[config.mk]
export PLATFORM = sky130hd
export DESIGN_NAME = pix_fetch_streamer_flat
export DESIGN_NICKNAME = d
export VERILOG_FILES = /design/src/rtl/img_pkg.sv /design/src/rtl/pix_fetch_streamer_if.sv /design/src/rtl/pix_skid_fifo.sv /design/src/rtl/pix_fetch_streamer.sv /design/src/flat_wrapper.sv
export SDC_FILE = /design/constraint.sdc
export NUM_CORES = 1
export LEC_CHECK = 0
export CORE_ASPECT_RATIO = 2
export CORE_UTILIZATION = 54
export DETAILED_ROUTE_END_ITERATION = 8
export PLACE_DENSITY = 0.87
export SYNTH_ARGS = -nofsm -noshare
export SYNTH_HDL_FRONTEND = slang
export SYNTH_SLANG_ARGS = --single-unit
export TNS_END_PERCENT = 100
[constraint.sdc]
create_clock -name clk -period 2.5 [get_ports clk]
set_input_delay 0.5 -clock clk [delete_from_list [all_inputs] [get_ports clk]]
set_output_delay 0.5 -clock clk [all_outputs]
set_load 0.02 [all_outputs]
[src/rtl/img_pkg.sv]
`default_nettype none
// ============================================================================
// Module      : img_pkg
// Description : Shared image-pipeline defaults and the fetch-streamer FSM state.
// Revision    : 1.0 - initial release
// ============================================================================
package img_pkg;

    localparam int c_PIX_W      = 8;
    localparam int c_FRAME_SIZE = 98304;
    localparam int c_ADDR_W     = 17;

    typedef enum logic [1:0] {
        ST_IDLE  = 2'd0,
        ST_FETCH = 2'd1,
        ST_DRAIN = 2'd2,
        ST_DONE  = 2'd3
    } fetch_state_t;

endpackage
`default_nettype wire

[src/rtl/pix_fetch_streamer_if.sv]
`default_nettype none
// ============================================================================
// Module      : pix_fetch_streamer_if
// Description : Image-memory read port plus pixel stream (optional sof/eof
//               markers when PIX_MARKERS_EN is defined).
// Revision    : 1.0 - initial release
// ============================================================================
interface pix_fetch_streamer_if
    import img_pkg::*;
#(
    parameter int ADDR_W = c_ADDR_W,
    parameter int PIX_W  = c_PIX_W
);
    logic              mem_rd_en;
    logic [ADDR_W-1:0] mem_addr;
    logic [PIX_W-1:0]  mem_data;
    logic [PIX_W-1:0]  ip;
    logic              pix_valid;
    logic              pix_ready;
`ifdef PIX_MARKERS_EN
    logic              sof;
    logic              eof;

    modport master (
        output mem_rd_en, mem_addr, ip, pix_valid, sof, eof,
        input  mem_data, pix_ready
    );
    modport slave (
        input  mem_rd_en, mem_addr, ip, pix_valid, sof, eof,
        output mem_data, pix_ready
    );
`else
    modport master (
        output mem_rd_en, mem_addr, ip, pix_valid,
        input  mem_data, pix_ready
    );
    modport slave (
        input  mem_rd_en, mem_addr, ip, pix_valid,
        output mem_data, pix_ready
    );
`endif
endinterface
`default_nettype wire

[src/rtl/pix_skid_fifo.sv]
`default_nettype none
// ============================================================================
// Module      : pix_skid_fifo
// Description : Two-entry pixel FIFO with push, pop, flush, count and head.
// Revision    : 1.0 - initial release
// ============================================================================
module pix_skid_fifo
    import img_pkg::*;
#(
    parameter int WIDTH = c_PIX_W
) (
    input  logic             clk,
    input  logic             rst_n,
    input  logic             flush,
    input  logic             push,
    input  logic [WIDTH-1:0] push_data,
    input  logic             pop,
    output logic [1:0]       count,
    output logic [WIDTH-1:0] head
);
    logic [WIDTH-1:0] r_mem [2];
    logic             r_wr_ptr;
    logic             r_rd_ptr;
    logic [1:0]       r_count;

    // Push onto a full FIFO is only legal alongside a pop, so the slot being
    // overwritten is always the one leaving.
    always_ff @(posedge clk) begin
        if (!rst_n || flush) begin
            r_wr_ptr <= 1'b0;
            r_rd_ptr <= 1'b0;
            r_count  <= 2'd0;
            if (!rst_n) begin
                r_mem[0] <= '0;
                r_mem[1] <= '0;
            end
        end else begin
            if (push) begin
                r_mem[r_wr_ptr] <= push_data;
                r_wr_ptr        <= ~r_wr_ptr;
            end
            if (pop) begin
                r_rd_ptr <= ~r_rd_ptr;
            end
            r_count <= r_count + {1'b0, push} - {1'b0, pop};
        end
    end

    assign count = r_count;
    assign head  = r_mem[r_rd_ptr];

endmodule
`default_nettype wire

[src/rtl/pix_fetch_streamer.sv]
`default_nettype none
// ============================================================================
// Module      : pix_fetch_streamer
// Description : Reads one frame from image memory and streams it out with
//               ready/valid flow control. Define PIX_MARKERS_EN for sof/eof.
// Revision    : 1.0 - initial release
// ============================================================================
module pix_fetch_streamer
    import img_pkg::*;
#(
    parameter int FRAME_SIZE = c_FRAME_SIZE,
    parameter int ADDR_W     = c_ADDR_W,
    parameter int PIX_W      = c_PIX_W
) (
    input  logic                 clk,
    input  logic                 rst_n,
    input  logic                 start,
    input  logic                 abort,
    output logic                 busy,
    output logic                 done,
    pix_fetch_streamer_if.master bus
);
    localparam logic [ADDR_W-1:0] c_LAST = ADDR_W'(FRAME_SIZE - 1);

    fetch_state_t      r_state;
    fetch_state_t      w_state_nxt;
    logic [ADDR_W-1:0] r_rd_cnt;
    logic [ADDR_W-1:0] r_out_cnt;
    logic              r_inflight;
    logic [1:0]        w_fifo_count;
    logic [1:0]        w_outstanding;
    logic [PIX_W-1:0]  w_head;
    logic              w_valid;
    logic              w_xfer;
    logic              w_room;
    logic              w_rd;
    logic              w_start;

    assign w_valid       = (w_fifo_count != 2'd0);
    assign w_xfer        = w_valid && bus.pix_ready;
    assign w_start       = (r_state == ST_IDLE) && start && !abort;
    assign w_outstanding = w_fifo_count + {1'b0, r_inflight};
    assign w_room        = (w_outstanding < 2'd2) || ((w_outstanding == 2'd2) && w_xfer);

    pix_skid_fifo #(
        .WIDTH (PIX_W)
    ) u_fifo (
        .clk       (clk),
        .rst_n     (rst_n),
        .flush     (abort),
        .push      (r_inflight),
        .push_data (bus.mem_data),
        .pop       (w_xfer),
        .count     (w_fifo_count),
        .head      (w_head)
    );

    always_ff @(posedge clk) begin
        if (!rst_n) begin
            r_state <= ST_IDLE;
        end else begin
            r_state <= w_state_nxt;
        end
    end

    always_comb begin
        w_state_nxt = r_state;
        case (r_state)
            ST_IDLE:  if (start) w_state_nxt = ST_FETCH;
            ST_FETCH: if (w_rd && (r_rd_cnt == c_LAST)) w_state_nxt = ST_DRAIN;
            ST_DRAIN: if (w_xfer && (r_out_cnt == c_LAST)) w_state_nxt = ST_DONE;
            ST_DONE:  w_state_nxt = ST_IDLE;
            default:  w_state_nxt = ST_IDLE;
        endcase
        if (abort) begin
            w_state_nxt = ST_IDLE;
        end
    end

    always_comb begin
        w_rd = 1'b0;
        busy = 1'b0;
        done = 1'b0;
        case (r_state)
            ST_FETCH: begin
                busy = 1'b1;
                w_rd = w_room && !abort;
            end
            ST_DRAIN: busy = 1'b1;
            ST_DONE:  done = 1'b1;
            default:  ;
        endcase
    end

    // Counters saturate on the last index so addresses stay inside the frame
    // even when FRAME_SIZE equals 2**ADDR_W.
    always_ff @(posedge clk) begin
        if (!rst_n) begin
            r_rd_cnt   <= '0;
            r_out_cnt  <= '0;
            r_inflight <= 1'b0;
        end else begin
            r_inflight <= w_rd;
            if (w_start) begin
                r_rd_cnt  <= '0;
                r_out_cnt <= '0;
            end else begin
                if (w_rd && (r_rd_cnt != c_LAST)) begin
                    r_rd_cnt <= r_rd_cnt + ADDR_W'(1);
                end
                if (w_xfer && busy && (r_out_cnt != c_LAST)) begin
                    r_out_cnt <= r_out_cnt + ADDR_W'(1);
                end
            end
        end
    end

    assign bus.mem_rd_en = w_rd;
    assign bus.mem_addr  = r_rd_cnt;
    assign bus.ip        = w_head;
    assign bus.pix_valid = w_valid;

`ifdef PIX_MARKERS_EN
    assign bus.sof = w_valid && (r_out_cnt == '0);
    assign bus.eof = w_valid && (r_out_cnt == c_LAST);
`endif

endmodule
`default_nettype wire

[src/flat_wrapper.sv]
// flat-port wrapper written by rule: the top's interface ports become plain ports
module pix_fetch_streamer_flat import img_pkg::*;
#(
    parameter int FRAME_SIZE = c_FRAME_SIZE,
    parameter int ADDR_W     = c_ADDR_W,
    parameter int PIX_W      = c_PIX_W
)
  (clk, rst_n, start, abort, busy, done, bus_mem_rd_en, bus_mem_addr, bus_ip, bus_pix_valid, bus_mem_data, bus_pix_ready);
  pix_fetch_streamer_if #(.ADDR_W(ADDR_W), .PIX_W(PIX_W)) bus_i ();
  input  logic clk;
  input  logic rst_n;
  input  logic start;
  input  logic abort;
  output logic busy;
  output logic done;
  output wire logic [$bits(bus_i.mem_rd_en)-1:0] bus_mem_rd_en;
  output wire logic [$bits(bus_i.mem_addr)-1:0] bus_mem_addr;
  output wire logic [$bits(bus_i.ip)-1:0] bus_ip;
  output wire logic [$bits(bus_i.pix_valid)-1:0] bus_pix_valid;
  input wire logic [$bits(bus_i.mem_data)-1:0] bus_mem_data;
  input wire logic [$bits(bus_i.pix_ready)-1:0] bus_pix_ready;
  assign bus_mem_rd_en = bus_i.mem_rd_en;
  assign bus_mem_addr = bus_i.mem_addr;
  assign bus_ip = bus_i.ip;
  assign bus_pix_valid = bus_i.pix_valid;
  assign bus_i.mem_data = bus_mem_data;
  assign bus_i.pix_ready = bus_pix_ready;
  pix_fetch_streamer #(.FRAME_SIZE(FRAME_SIZE), .ADDR_W(ADDR_W), .PIX_W(PIX_W)) u_core (.clk(clk), .rst_n(rst_n), .start(start), .abort(abort), .busy(busy), .done(done), .bus(bus_i));
endmodule
### Word-level counts from Yosys, hierarchy flattened

Memory sizes are Yosys's and may differ from the RTL's. A register that Yosys moved wholly into a read port is not among the register bits.
Index checks and enable logic that the tools add are counted.

| cells by class | value |
|---|---|
| $add $sub $neg | 4 |
| $lt $le $gt $ge | 1 |
| equal/unequal tests | 11 |
| multiplexer cells | 18 |
| bitwise logic cells | 3 |
| reduce and logical (&&, ||, !) cells | 21 |

Operators with widths:

| operator | number |
|---|---|
| 17-bit by 1-bit adder with 17-bit output, second input constant | 2 |
| 17-bit == test, second input constant | 2 |
| 17-bit != test, second input constant | 2 |
| 1-bit two-way mux | 13 |
| 1-bit logical AND | 10 |
| 8-bit two-way mux | 1 |
| 2-bit one-hot mux with 4 select lines | 1 |
| 8-bit OR reduction | 1 |
| 2-bit == test, second input constant | 3 |
| 2-bit two-way mux | 3 |
| 2-bit OR reduction | 3 |
| 2-bit by 1-bit != test with 1-bit output, second input constant | 2 |
| 1-bit inverter | 3 |
| 3-bit AND reduction | 1 |
| 2-bit by 1-bit adder with 2-bit output | 1 |
| 2-bit by 1-bit == test with 1-bit output, second input constant | 1 |
| 1-bit zero test | 2 |
| 2-bit zero test | 1 |
| 1-bit logical OR | 2 |
| 2-bit less-than comparator, second input constant | 1 |
| 2-bit != test, second input constant | 1 |
| 2-bit nonzero test | 1 |
| 2-bit by 1-bit subtractor with 2-bit output | 1 |

| storage, ports and cells | value |
|---|---|
| register bits after elaboration | 41 |
| bits in writable memories | 16 |
| bits of input ports | 13 |
| output and inout bits | 29 |
| logic and storage cells | 66 |
| memories | 1 |

Memory list:

| name | depth | bits a word | read ports | clocked after memory_dff | write ports | RTL line | source |
|---|---|---|---|---|---|---|---|
| u_core.u_fifo.r_mem | 2 | 8 | 1 | 1 | 2 | pix_skid_fifo.sv:21 | `logic [WIDTH-1:0] r_mem [2];` |

### Depth between registers and ports, before layout

| depth | value |
|---|---|
| word-level depth | 9 |
| depth in mapped cells | 8 |
| mapped depth without buffers | 8 |

### By module

From an unflattened synthesis, not the netlist that was laid out.

| second synthesis, totals | value |
|---|---|
| cells, all modules | 302 |
| area total of the unflattened synthesis | 2944.1 µm² |

By module, submodules not included:

| module | instances | cells an instance | area each (µm²) |
|---|---|---|---|
| pix_fetch_streamer | 1 | 235 | 1999.4 |
| pix_skid_fifo | 1 | 67 | 944.7 |

### Least setup slack after synthesis

No wires, ideal clock.

| timing | value |
|---|---|
| path kind | reg-to-reg |
| start | reg u_core.r_state[0] |
| end | reg u_core.r_out_cnt[13] |
| data arrival time | 2.138 ns |
| data required time | 2.384 ns |
| path slack | 0.246 ns |
| stages on the path, launching flop included | 8 |
| path buffers | 0 |
| clock period less this slack | 2.254 ns |
| cells stage by stage | dfxtp_1 inv_1 ha_1 o211ai_2 nor3_2 nor4b_1 a21oi_1 a31o_2 |

| between the ends | value |
|---|---|
| cells in the longest elaborated chain, start to end | 5 |
| elaborated cells on any way between the ends | 10 |

RTL lines:

| element | RTL line | source |
|---|---|---|
| from (decl) | pix_fetch_streamer.sv:25 | `fetch_state_t r_state;` |
| from (signal assigned) | pix_fetch_streamer.sv:62 | `r_state <= w_state_nxt;` |
| 2-bit == test / 2-bit by 1-bit == test with 1-bit output (equally long branches) | pix_fetch_streamer.sv:84 | `case (r_state)` |
| 2-bit OR reduction (no source line) (*) | n/a |  |
| 1-bit two-way mux (*) | pix_fetch_streamer.sv:84 |  |
| named net busy | flat_wrapper.sv:14 | `output logic busy;` |
| 1-bit logical AND (*) (2 in series) | pix_fetch_streamer.sv:111 | `if (w_xfer && busy && (r_out_cnt != c_LAST)) begin` |
| to (signal assigned) | pix_fetch_streamer.sv:112 | `r_out_cnt <= r_out_cnt + ADDR_W'(1);` |
| to (decl) | pix_fetch_streamer.sv:28 | `logic [ADDR_W-1:0] r_out_cnt;` |

Mark *: on every way through the listed nets, which the timed path passes. The rest lies on a longest branch.
A chain may end at the register's enable or synchronous reset.

### Worst setup path in the final report

| timing | value |
|---|---|
| start | reg u_core.r_state[0] |
| end | out busy |

| between the ends | value |
|---|---|
| cells in the longest elaborated chain, start to end | 3 |
| elaborated cells on any way between the ends | 4 |

RTL lines:

| element | RTL line |
|---|---|
| 2-bit == test / 2-bit by 1-bit == test with 1-bit output (equally long branches) | pix_fetch_streamer.sv:84 |
| 2-bit OR reduction (no source line) (*) | n/a |
| 1-bit two-way mux (*) | pix_fetch_streamer.sv:84 |
| to (decl) | flat_wrapper.sv:14 |

Mark *: on every way between the ends. The rest lies on a longest branch, timed or not.

==> summary.txt <==
Synth area leaders: dfxtp_1 29%, edfxtp_1 16%, xnor2_1 6.0%
Cell count after synthesis: 287
Number of diodes: 0
Antenna violations before repair: 0
Status: finished, final reports clean
Max frequency: 0.428 GHz
Drt initial violations: 40
Max Cap Viol: 0
Finished Cell Area: 3640 µm²
Net Sw Frac: 0.237
Post-DRT Antenna Nets: 0
Vias in the first global route: 2406
HPWL after detailed placement: 4770 µm
CP startpoint kind: register
EDFF count, synth: 16
Cell Area, Synth: 2940 µm²
Int Power: 1.39 mW
CTS tree: yes
Hold buffer count at CTS: 0
Leakage: 1.28 nW
Core Area: 5180 µm²
Slew Limit Fails: 0
Pin count of the biggest net entering global routing: 32
Die height: 106 µm
Crit path launch: u_core.r_state[0]
First-pass GRT wire length: 10500 µm
Critical Path End Type: output port
Net Count, Synth: 309
Routed WL: 6330 µm
Register bit total from synthesis: 58
P&R area growth vs syn: 23.8%
Routability cong.: 0.784
M2 GR Usage: 0.462
Commonest non-fill, non-tap cell in the layout: dfxtp_1
# resized after CTS: 1
Hold Fails Final Rpt: 0
Hold WC Path Type: register to register
DR DRC count: 0
Area after DPL: 3490 µm²
Nets@finish: 366
Minimum clock period: 2.34 ns
Hold WS: 0.502 ns
Count of different cell masters after synthesis: 52
Crit path DAT: 1.84 ns
Die footprint: 5760 µm²
Register area share after synthesis: 0.449
Clk pwr share: 0.392
Vias: 2313
Worst-margin pin slew: 0.681 ns
Ys async rst share: 0
Top-Level Pins: 42
Maximum vdd ir drop: 0.557 mV
Htree depth: 3
Port bufs: 41
Deepest clock path buffer count: 2
Unrepaired setup endpoints after global routing: false
Crit-path max FO: 4
HP Start: u_core.bus.mem_addr[10]
Power per cell area: 499 nW/µm²
Crit path required time: 2.00 ns
CP Class: register to output port
Initial Util: 0.567
Final core utilization: 0.702
Comb pwr share: 0.068
Met3 Usage GRT: 0.0744
Global routing's busiest layer: met2
Slew headroom: 0.543
Die X: 54.2 µm
Yosys top cell area share: 0.286
Fin crit share: 0.934
Placed cell count: 391
Via density: 5.68
Share of layout cells above drive strength 1: 0.152
Most frequent cells in the layout: 42 x dfxtp_1, 40 x clkdlybuf4s50_1, 36 x nor2_1
First-pass iteration count of the detailed router: 4
Root buf cell: clkbuf_8
Top FF cell, synth: dfxtp_1
Reg-to-reg startpoint: u_core.r_inflight
Final setup viols: 0
TritonCTS Buffers: 9
Sw Pwr: 431 µW
Synth area leader: dfxtp_1
Met1 Track Usage GR: 0.225
Worst Skew: 0.00514 ns
GRT Total Usage: 0.251
Clock slew at reported path FFs: 0.06 ns
Syn avg cell area: 10.2 µm²
Ys Warns: 0
Skew-Pair Late Insertion Delay: 0.34 ns
CTS Sinks: 58
Total grt overflow: 0
Final std cells w/o fill: 407
Core Rows: 37
Routed len/inst: 15.6 µm
Power share of the sequential group: 0.541
Post-CTS setup buffers: 0
FF-to-FF setup slack: 0.39 ns
flip-flops by register name (all words and copies together), names as in the netlist, named ones only:
register and count:
u_core.u_fifo.r_mem 16, u_core.bus.mem_addr 17, u_core.r_out_cnt 17, u_core.r_inflight 1, u_core.r_state 2, u_core.u_fifo.count 2
u_core.u_fifo.r_wr_ptr 1, u_core.u_fifo.r_rd_ptr 1
per-layer routing:
metal | vias to the layer above | part of all wire
met5 | - | 0
met4 | 0 | 0.025
met3 | 14 | 0.049
met2 | 66 | 0.57
met1 | 1087 | 0.36
li1 | 1146 | -
critical path, cell delays in order, from the launching register on:
cell and delay [ns]:
dfxtp_1 0.39, inv_1 0.11, ha_1 0.37, clkdlybuf4s50_1 0.63
power by group through the flow:
stage                     Sequential [mW]  Clock, mW  Combinational [mW]
after floorplan                      1.00          0              0.0634
after global placement               1.00          0               0.119
after detailed placement             1.00          0               0.123
after CTS                           0.982      0.728               0.123
after global routing                0.985      0.770               0.135
final                               0.982      0.711               0.123
Yosys cell counts (3+ instances only):
cell        n
dfxtp_1    42
nor2_1     36
xnor2_1    20
and2_1     18
edfxtp_1   16
nand2_1    15
nand3_1    12
a21oi_1    10
ha_1        9
xor2_1      9
mux2_2      8
inv_1       7
nand2b_1    7
a2111oi_0   6
a211oi_1    5
clkbuf_1    5
and3_1      4
nand4_1     4
o21ai_0     4
buf_2       3
nor2b_1     3
or4_1       3
area by class of cell:
type / count / area [µm²]
fill: 403 / 1540
clock inverter: 4 / 20.0
clock buffer: 12 / 135
sequential: 58 / 1320
tap: 58 / 72.6
inverter: 7 / 26.3
multi-input combinational: 214 / 1560
timing repair buffer: 54 / 507
logic make-up after synthesis:
| logic type | after synthesis | share of synthesized area |
|---|---|---|
| flip-flops | 58 | 0.449 |
| AO/OA/AOI/OAI | 41 | 0.126 |
| buffers and inverters | 15 | 0.0204 |
| XOR/XNOR | 29 | 0.0864 |
| multiplexers | 10 | 0.0374 |
| AND/OR/NAND/NOR | 125 | 0.243 |
| adder cells (fa/ha/maj) | 9 | 0.0383 |
stage by stage:
stage	setup TNS (ns)	power [mW]	setup WS, ns
global route	0	1.89	0.0647
floorplan	0	1.07	0.246
detailed placement	-0.0228	1.13	-0.0228
CTS	0	1.83	0.165
finish	0	1.82	0.165
global placement	-0.00285	1.12	-0.00285
worst paths after layout:
path	to	depth (start not counted)
max	busy	3
min	u_core.bus.mem_addr[10]	2
max reg2reg	u_core.bus.mem_addr[10]	8
min reg2reg	u_core.bus.mem_addr[10]	2
(Power assumes the default switching activity.)
